$ cat src/rtl/uart_cmd_rx_pkg.sv
// Shared constants and types for the host-command receiver:
// frame header bytes, command codes, FSM encodings and the command payload.
package uart_cmd_rx_pkg;

  localparam logic [7:0] HDR0       = 8'h55;
  localparam logic [7:0] HDR1       = 8'hAA;
  localparam logic [7:0] CMD_COLOR  = 8'h01;
  localparam logic [7:0] CMD_TARGET = 8'h02;
  localparam logic [7:0] CMD_DETECT = 8'h03;
  localparam int unsigned FRAME_LEN = 5;

  typedef enum logic [2:0] {
    RX_IDLE,
    RX_START,
    RX_DATA,
    RX_STOP,
    RX_WAIT_HI
  } rx_state_e;

  typedef enum logic [2:0] {
    P_H0,
    P_H1,
    P_CMD,
    P_DAT,
    P_SUM
  } parser_state_e;

  typedef struct packed {
    logic [7:0] code;
    logic [7:0] data;
  } cmd_t;

  // Frame checksum: CMD + DATA modulo 256.
  function automatic logic [7:0] frame_sum(input logic [7:0] code, input logic [7:0] data);
    return 8'(code + data);
  endfunction

endpackage

$ cat src/rtl/uart_rx_byte.sv
// 8N1 UART byte receiver: 2-FF synchroniser, mid-bit sampling baud counter
// and byte FSM producing rx_byte/rx_byte_vld and a stop-bit error pulse.
module uart_rx_byte
  import uart_cmd_rx_pkg::*;
#(
  parameter int unsigned DIV = 434
) (
  input  logic       clk,
  input  logic       rst_n,
  input  logic       rx_pin,
  output logic [7:0] rx_byte,
  output logic       rx_byte_vld,
  output logic       stop_err
);

  localparam int unsigned CNT_W = $clog2(DIV);
  localparam logic [CNT_W-1:0] HALF_M1 = CNT_W'(DIV / 2 - 1);
  localparam logic [CNT_W-1:0] FULL_M1 = CNT_W'(DIV - 1);

  logic             rx_meta_q, rx_s_q;
  rx_state_e        state_q, state_d;
  logic [CNT_W-1:0] cnt_q, cnt_d;
  logic [2:0]       bit_q, bit_d;
  logic [7:0]       shift_q, shift_d;
  logic [7:0]       byte_q, byte_d;
  logic             vld_q, vld_d;
  logic             err_q, err_d;

  // Synchroniser resets to 1 so the line reads idle after reset.
  always_ff @(posedge clk or negedge rst_n) begin
    if (!rst_n) begin
      rx_meta_q <= 1'b1;
      rx_s_q    <= 1'b1;
    end else begin
      rx_meta_q <= rx_pin;
      rx_s_q    <= rx_meta_q;
    end
  end

  always_ff @(posedge clk or negedge rst_n) begin
    if (!rst_n) begin
      state_q <= RX_IDLE;
      cnt_q   <= '0;
      bit_q   <= '0;
      shift_q <= '0;
      byte_q  <= '0;
      vld_q   <= 1'b0;
      err_q   <= 1'b0;
    end else begin
      state_q <= state_d;
      cnt_q   <= cnt_d;
      bit_q   <= bit_d;
      shift_q <= shift_d;
      byte_q  <= byte_d;
      vld_q   <= vld_d;
      err_q   <= err_d;
    end
  end

  always_comb begin
    state_d = state_q;
    cnt_d   = cnt_q;
    bit_d   = bit_q;
    shift_d = shift_q;
    byte_d  = byte_q;
    vld_d   = 1'b0;
    err_d   = 1'b0;
    unique case (state_q)
      RX_IDLE: begin
        cnt_d = '0;
        if (!rx_s_q) state_d = RX_START;
      end
      // Re-check the start bit at its centre to reject glitches.
      RX_START: begin
        if (cnt_q == HALF_M1) begin
          cnt_d   = '0;
          bit_d   = '0;
          state_d = rx_s_q ? RX_IDLE : RX_DATA;
        end else begin
          cnt_d = cnt_q + CNT_W'(1);
        end
      end
      RX_DATA: begin
        if (cnt_q == FULL_M1) begin
          cnt_d   = '0;
          shift_d = {rx_s_q, shift_q[7:1]};
          bit_d   = bit_q + 3'd1;
          if (bit_q == 3'd7) state_d = RX_STOP;
        end else begin
          cnt_d = cnt_q + CNT_W'(1);
        end
      end
      RX_STOP: begin
        if (cnt_q == FULL_M1) begin
          cnt_d = '0;
          if (rx_s_q) begin
            vld_d   = 1'b1;
            byte_d  = shift_q;
            state_d = RX_IDLE;
          end else begin
            err_d   = 1'b1;
            state_d = RX_WAIT_HI;
          end
        end else begin
          cnt_d = cnt_q + CNT_W'(1);
        end
      end
      RX_WAIT_HI: begin
        if (rx_s_q) state_d = RX_IDLE;
      end
      default: state_d = RX_IDLE;
    endcase
  end

  assign rx_byte     = byte_q;
  assign rx_byte_vld = vld_q;
  assign stop_err    = err_q;

endmodule

$ cat src/rtl/uart_cmd_rx.sv
// Host-command receiver: frames UART bytes into 55 AA CMD DATA SUM packets
// and drives color/target/detect controls, with intra-frame timeout.
module uart_cmd_rx
  import uart_cmd_rx_pkg::*;
#(
  parameter int unsigned CLK_FREQ    = 50_000_000,
  parameter int unsigned BAUD        = 115_200,
  parameter int unsigned TIMEOUT_CYC = 500_000
) (
  input  logic       clk,
  input  logic       rst_n,
  input  logic       rx_pin,
  output logic [7:0] rx_byte,
  output logic       rx_byte_vld,
  output logic       cmd_vld,
  output logic [7:0] cmd_code,
  output logic [7:0] cmd_data,
  output logic [1:0] color_sel,
  output logic [2:0] target_cnt,
  output logic       detect_start,
  output logic       frame_err
);

  localparam int unsigned DIV  = CLK_FREQ / BAUD;
  localparam int unsigned TO_W = $clog2(TIMEOUT_CYC);
  localparam logic [TO_W-1:0] TO_LAST = TO_W'(TIMEOUT_CYC - 1);

  logic [7:0] byte_w;
  logic       byte_vld_w, stop_err_w;

  uart_rx_byte #(.DIV(DIV)) u_rx_byte (
    .clk         (clk),
    .rst_n       (rst_n),
    .rx_pin      (rx_pin),
    .rx_byte     (byte_w),
    .rx_byte_vld (byte_vld_w),
    .stop_err    (stop_err_w)
  );

  parser_state_e   p_q, p_d;
  logic [TO_W-1:0] to_q, to_d;
  cmd_t            pend_q, pend_d;
  cmd_t            cmd_q, cmd_d;
  logic [1:0]      color_q, color_d;
  logic [2:0]      target_q, target_d;
  logic            cmd_vld_q, cmd_vld_d;
  logic            detect_q, detect_d;
  logic            ferr_q, ferr_d;

  always_ff @(posedge clk or negedge rst_n) begin
    if (!rst_n) begin
      p_q       <= P_H0;
      to_q      <= '0;
      pend_q    <= '0;
      cmd_q     <= '0;
      color_q   <= '0;
      target_q  <= '0;
      cmd_vld_q <= 1'b0;
      detect_q  <= 1'b0;
      ferr_q    <= 1'b0;
    end else begin
      p_q       <= p_d;
      to_q      <= to_d;
      pend_q    <= pend_d;
      cmd_q     <= cmd_d;
      color_q   <= color_d;
      target_q  <= target_d;
      cmd_vld_q <= cmd_vld_d;
      detect_q  <= detect_d;
      ferr_q    <= ferr_d;
    end
  end

  // Byte events, stop errors and timeouts are mutually exclusive per clk,
  // so a single frame_err source is chosen at a time.
  always_comb begin
    p_d       = p_q;
    to_d      = to_q;
    pend_d    = pend_q;
    cmd_d     = cmd_q;
    color_d   = color_q;
    target_d  = target_q;
    cmd_vld_d = 1'b0;
    detect_d  = 1'b0;
    ferr_d    = 1'b0;
    if (byte_vld_w) begin
      to_d = '0;
      unique case (p_q)
        P_H0:  if (byte_w == HDR0) p_d = P_H1;
        P_H1: begin
          if (byte_w == HDR1)      p_d = P_CMD;
          else if (byte_w != HDR0) p_d = P_H0;
        end
        P_CMD: begin
          pend_d.code = byte_w;
          p_d         = P_DAT;
        end
        P_DAT: begin
          pend_d.data = byte_w;
          p_d         = P_SUM;
        end
        P_SUM: begin
          p_d = P_H0;
          if (byte_w == frame_sum(pend_q.code, pend_q.data)) begin
            cmd_vld_d = 1'b1;
            cmd_d     = pend_q;
            if (pend_q.code == CMD_COLOR)  color_d  = pend_q.data[1:0];
            if (pend_q.code == CMD_TARGET) target_d = pend_q.data[2:0];
            if (pend_q.code == CMD_DETECT) detect_d = 1'b1;
          end else begin
            ferr_d = 1'b1;
          end
        end
        default: p_d = P_H0;
      endcase
    end else if (stop_err_w) begin
      ferr_d = 1'b1;
      p_d    = P_H0;
      to_d   = '0;
    end else if (p_q != P_H0) begin
      if (to_q == TO_LAST) begin
        ferr_d = 1'b1;
        p_d    = P_H0;
        to_d   = '0;
      end else begin
        to_d = to_q + TO_W'(1);
      end
    end else begin
      to_d = '0;
    end
  end

  assign rx_byte      = byte_w;
  assign rx_byte_vld  = byte_vld_w;
  assign cmd_vld      = cmd_vld_q;
  assign cmd_code     = cmd_q.code;
  assign cmd_data     = cmd_q.data;
  assign color_sel    = color_q;
  assign target_cnt   = target_q;
  assign detect_start = detect_q;
  assign frame_err    = ferr_q;

endmodule

$ cat config.mk
export PLATFORM = sky130hd
export DESIGN_NAME = uart_cmd_rx
export DESIGN_NICKNAME = d
export VERILOG_FILES = /design/src/rtl/uart_cmd_rx_pkg.sv /design/src/rtl/uart_rx_byte.sv /design/src/rtl/uart_cmd_rx.sv
export SDC_FILE = /design/constraint.sdc
export NUM_CORES = 1
export LEC_CHECK = 0
export BUFFER_PORTS_ARGS = -buffer_cell sky130_fd_sc_hd__buf_2
export CAP_MARGIN = 20
export CORE_MARGIN = 3
export CORE_UTILIZATION = 45
export CTS_CLUSTER_DIAMETER = 100
export DETAILED_ROUTE_END_ITERATION = 8
export HOLD_SLACK_MARGIN = 0.1
export SYNTH_ARGS = -nofsm -noshare
export SYNTH_HDL_FRONTEND = slang
export SYNTH_SLANG_ARGS = --single-unit
$ cat constraint.sdc
create_clock -name clk -period 4.4 [get_ports clk]
set_clock_uncertainty 0.2 [all_clocks]
set_input_delay 0.66 -clock clk [delete_from_list [all_inputs] [get_ports clk]]
set_output_delay 0.66 -clock clk [all_outputs]
set_load 0.05 [all_outputs]
==> results.toml <==
[outcome]
status = "complete, no violations"

[route]
vias_per_cell = 5.361
num_vias = 3072
wl_per_cell_um = 15.34
dr.first_iter.drc_count = 99
totalWireLength_mm = 8.790
drc = 0
drtPass1Iterations = 4
drtAntennaViolNets = 0

[yosys]
async_reset_ff_frac = 1.000
synth_warnings = 0
synth_area_leaders = "dfrtp_1 (52%), mux2_2 (11%), ha_1 (3.5%)"
synth.most_common_cell = "dfrtp_1"
synth_commonest_cells = "dfrtp_1 (95), mux2_2 (44), nor2_1 (36)"
synth_edf_count = 0
ys_ff_latch = 97
synth_top_area_cell = "dfrtp_1"
syn-cell-area_um2 = 4589
yosys.cell_types.count = 47
syn_avg_cell_area_um2 = 11.62
synth_ff_type = "dfrtp_1"
synth_top_area_share = 0.5180
yosysSeqAreaShare = 0.5294
synth_nets = 412
synthCells = 395

[critical_path]
start_kind = "flip-flop"
critical_path_class = "flip-flop to flip-flop"
worstPathRequired_ns = 4.45
worst-path-max-fanout = 18
worst_ep_arrival_time_ns = 3.19
end_kind = "flip-flop"

[clock_network]
root_buffer = "clkbuf_8"
postCtsSetupRepairBufs = 0
cts_hold_buf = 0
insertion_delay_ns = 0.36
cts.sinks = 97
cts_tree = "built"
cts_resized = 0
clock_path_buffers = 2
cts_inserted_buffers = 9
htreeDepth = 3
clk_pin_slew_ns = 0.11

[floorplanning]
placementRows = 36
dieArea_um2 = 11450
start_util = 0.4652
core-area_um2 = 9864
io-pin-count = 36
chipHeight_um = 107.0
die_x_um = 107.0

[global_route]
grt_pass1_wl_mm = 14.98
track_usage = 0.1633
grt_pass1_vias = 2984
grt_antenna_before_repair = 0
overflow = 0
grt_max_degree = 75

[sta]
max-slew-margin-rel = 0.2932
tightestPinTransition_ns = 1.054
slew_violations = 0
fin_crit_ns = 3.140
setup_tns_ns = 0
grt_setup_unrepaired = "false"
hold_viol = 0
setup_violations = 0
fin_crit_sh = 0.7137
max_freq_ghz = 0.3184

[power]
clkPwrFrac = 0.384
peakVddDrop_mv = 0.1678
switchingPower_mw = 0.3626
power_frac_comb = 0.012
seqPwrFrac = 0.603
p_leak_nw = 2.504
p_sw_frac = 0.2448
p_per_area_nw_per_um2 = 290.2
internal_power_mw = 1.118

[placed_design]
routabilityCongestion = 0.7596
dpl.hpwl_mm = 6.036
portBuffers = 35
placed_area_um2 = 4907

[layout]
fin_nets = 452
syn_to_final_growth_pct = 11.20
insertedDiodeCount = 0
drive_above_1_share = 0.2523
fin_area_um2 = 5104

[hold_path]
hp-class = "flip-flop to flip-flop"

[flow_run]
maxCapViolCount = 0
-- sequential cells by signal, summed over array words and instances, names as in the netlist --
signal / cells
u_rx_byte.stop_err: 1
to_q: 19
u_rx_byte.bit_q: 3
u_rx_byte.rx_s_q: 1
u_rx_byte.cnt_q: 9
u_rx_byte.state_q: 3
target_cnt: 3
color_sel: 2
u_rx_byte.shift_q: 8
detect_start: 1
u_rx_byte.rx_byte_vld: 1
cmd_data: 8
pend_q: 16
cmd_code: 8
u_rx_byte.rx_byte: 8
u_rx_byte.rx_meta_q: 1
cmd_vld: 1
frame_err: 1
p_q: 3
-- final timing paths --
path	start	to	slack, ns	depth (start not counted)
max	pend_q[0]	cmd_data[2]	1.26	9
min	u_rx_byte.rx_meta_q	u_rx_byte.rx_s_q	0.16	0
max reg2reg	pend_q[0]	cmd_data[2]	1.26	9
min reg2reg	u_rx_byte.rx_meta_q	u_rx_byte.rx_s_q	0.16	0
max in group asynchronous	rst_n	frame_err	2.90	2
min in group asynchronous	rst_n	to_q[11]	0.22	1
-- power by group through the flow --
| stage | combinational (mW) | sequential [mW] | clock (mW) |
|---|---|---|---|
| finish | 0.0184 | 0.893 | 0.569 |
| global route | 0.0218 | 0.894 | 0.625 |
| CTS | 0.0202 | 0.893 | 0.593 |
| detailed placement | 0.0200 | 0.911 | 0 |
| global placement | 0.0198 | 0.911 | 0 |
| floorplan | 0.000197 | 0.911 | 0 |
-- through the flow --
stage / power [mW] / utilization / hold slack (ns) / cells / setup slack [ns]
after floorplan: 0.9110 / - / 0.1452 / 395 / 1.352
after global placement: 0.9307 / 0.4975 / 0.1460 / 557 / 1.364
after detailed placement: 0.9309 / 0.4975 / 0.1475 / 557 / 1.270
after CTS: 1.507 / 0.5174 / 0.1630 / 573 / 1.254
after global routing: 1.540 / 0.5174 / 0.1583 / 573 / 1.081
final: 1.481 / 0.5174 / 0.1596 / 573 / 1.260
-- placed cells by master, fill, tap and decap left out, types with 3 or more instances in the layout --
master,instances
o21ai_0,16
or4_1,3
o31ai_1,4
nand4_1,5
clkbuf_8,9
nor4_1,5
xor2_1,18
and4_1,4
nand2b_1,5
inv_8,3
buf_2,34
nand2_1,33
o41ai_1,3
nor2_1,36
buf_4,3
inv_1,6
a21oi_1,8
nor3_1,6
a21o_1,3
mux2_2,44
dfrtp_1,95
nand3_1,25
xnor2_1,13
and3_1,5
mux2_4,8
ha_1,13
-- worst max-delay path, stage by stage, from the launching register on --
cell,delay [ns]
dfrtp_1,0.44
ha_1,0.26
fa_1,0.42
a211oi_2,0.27
o21bai_1,0.12
a21oi_2,0.17
xnor2_1,0.16
nor4_4,0.29
buf_4,0.32
mux2_2,0.39
-- cells by family after synthesis --
logic type | synth area share
buffers and inverters | 0.01390
XOR/XNOR | 0.05916
AND/OR/NAND/NOR | 0.1606
AO/OA/AOI/OAI | 0.06298
multiplexers | 0.1341
flip-flops | 0.5294
adder cells (fa/ha/maj) | 0.03980
-- routing by layer --
layer	GRT usage	up-vias	share of wire
met1	0.2398	1522	0.50
li1	-	1500	-
met5	0	-	0
met4	0.03927	0	0.0063
met2	0.2491	45	0.45
met3	0.03432	5	0.040
-- final cells by class --
| cell class | count | area (um2) |
|---|---|---|
| clock buffers | 9 | 123.9 |
| clock inverters | 7 | 72.57 |
| fillers | 887 | 4761 |
| inverters | 6 | 22.52 |
| multi-input cells | 284 | 2096 |
| flip-flops and latches | 97 | 2430 |
| well taps | 133 | 166.4 |
| repair buffers | 37 | 192.7 |
Note: power is estimated with default switching activity, not from simulation.
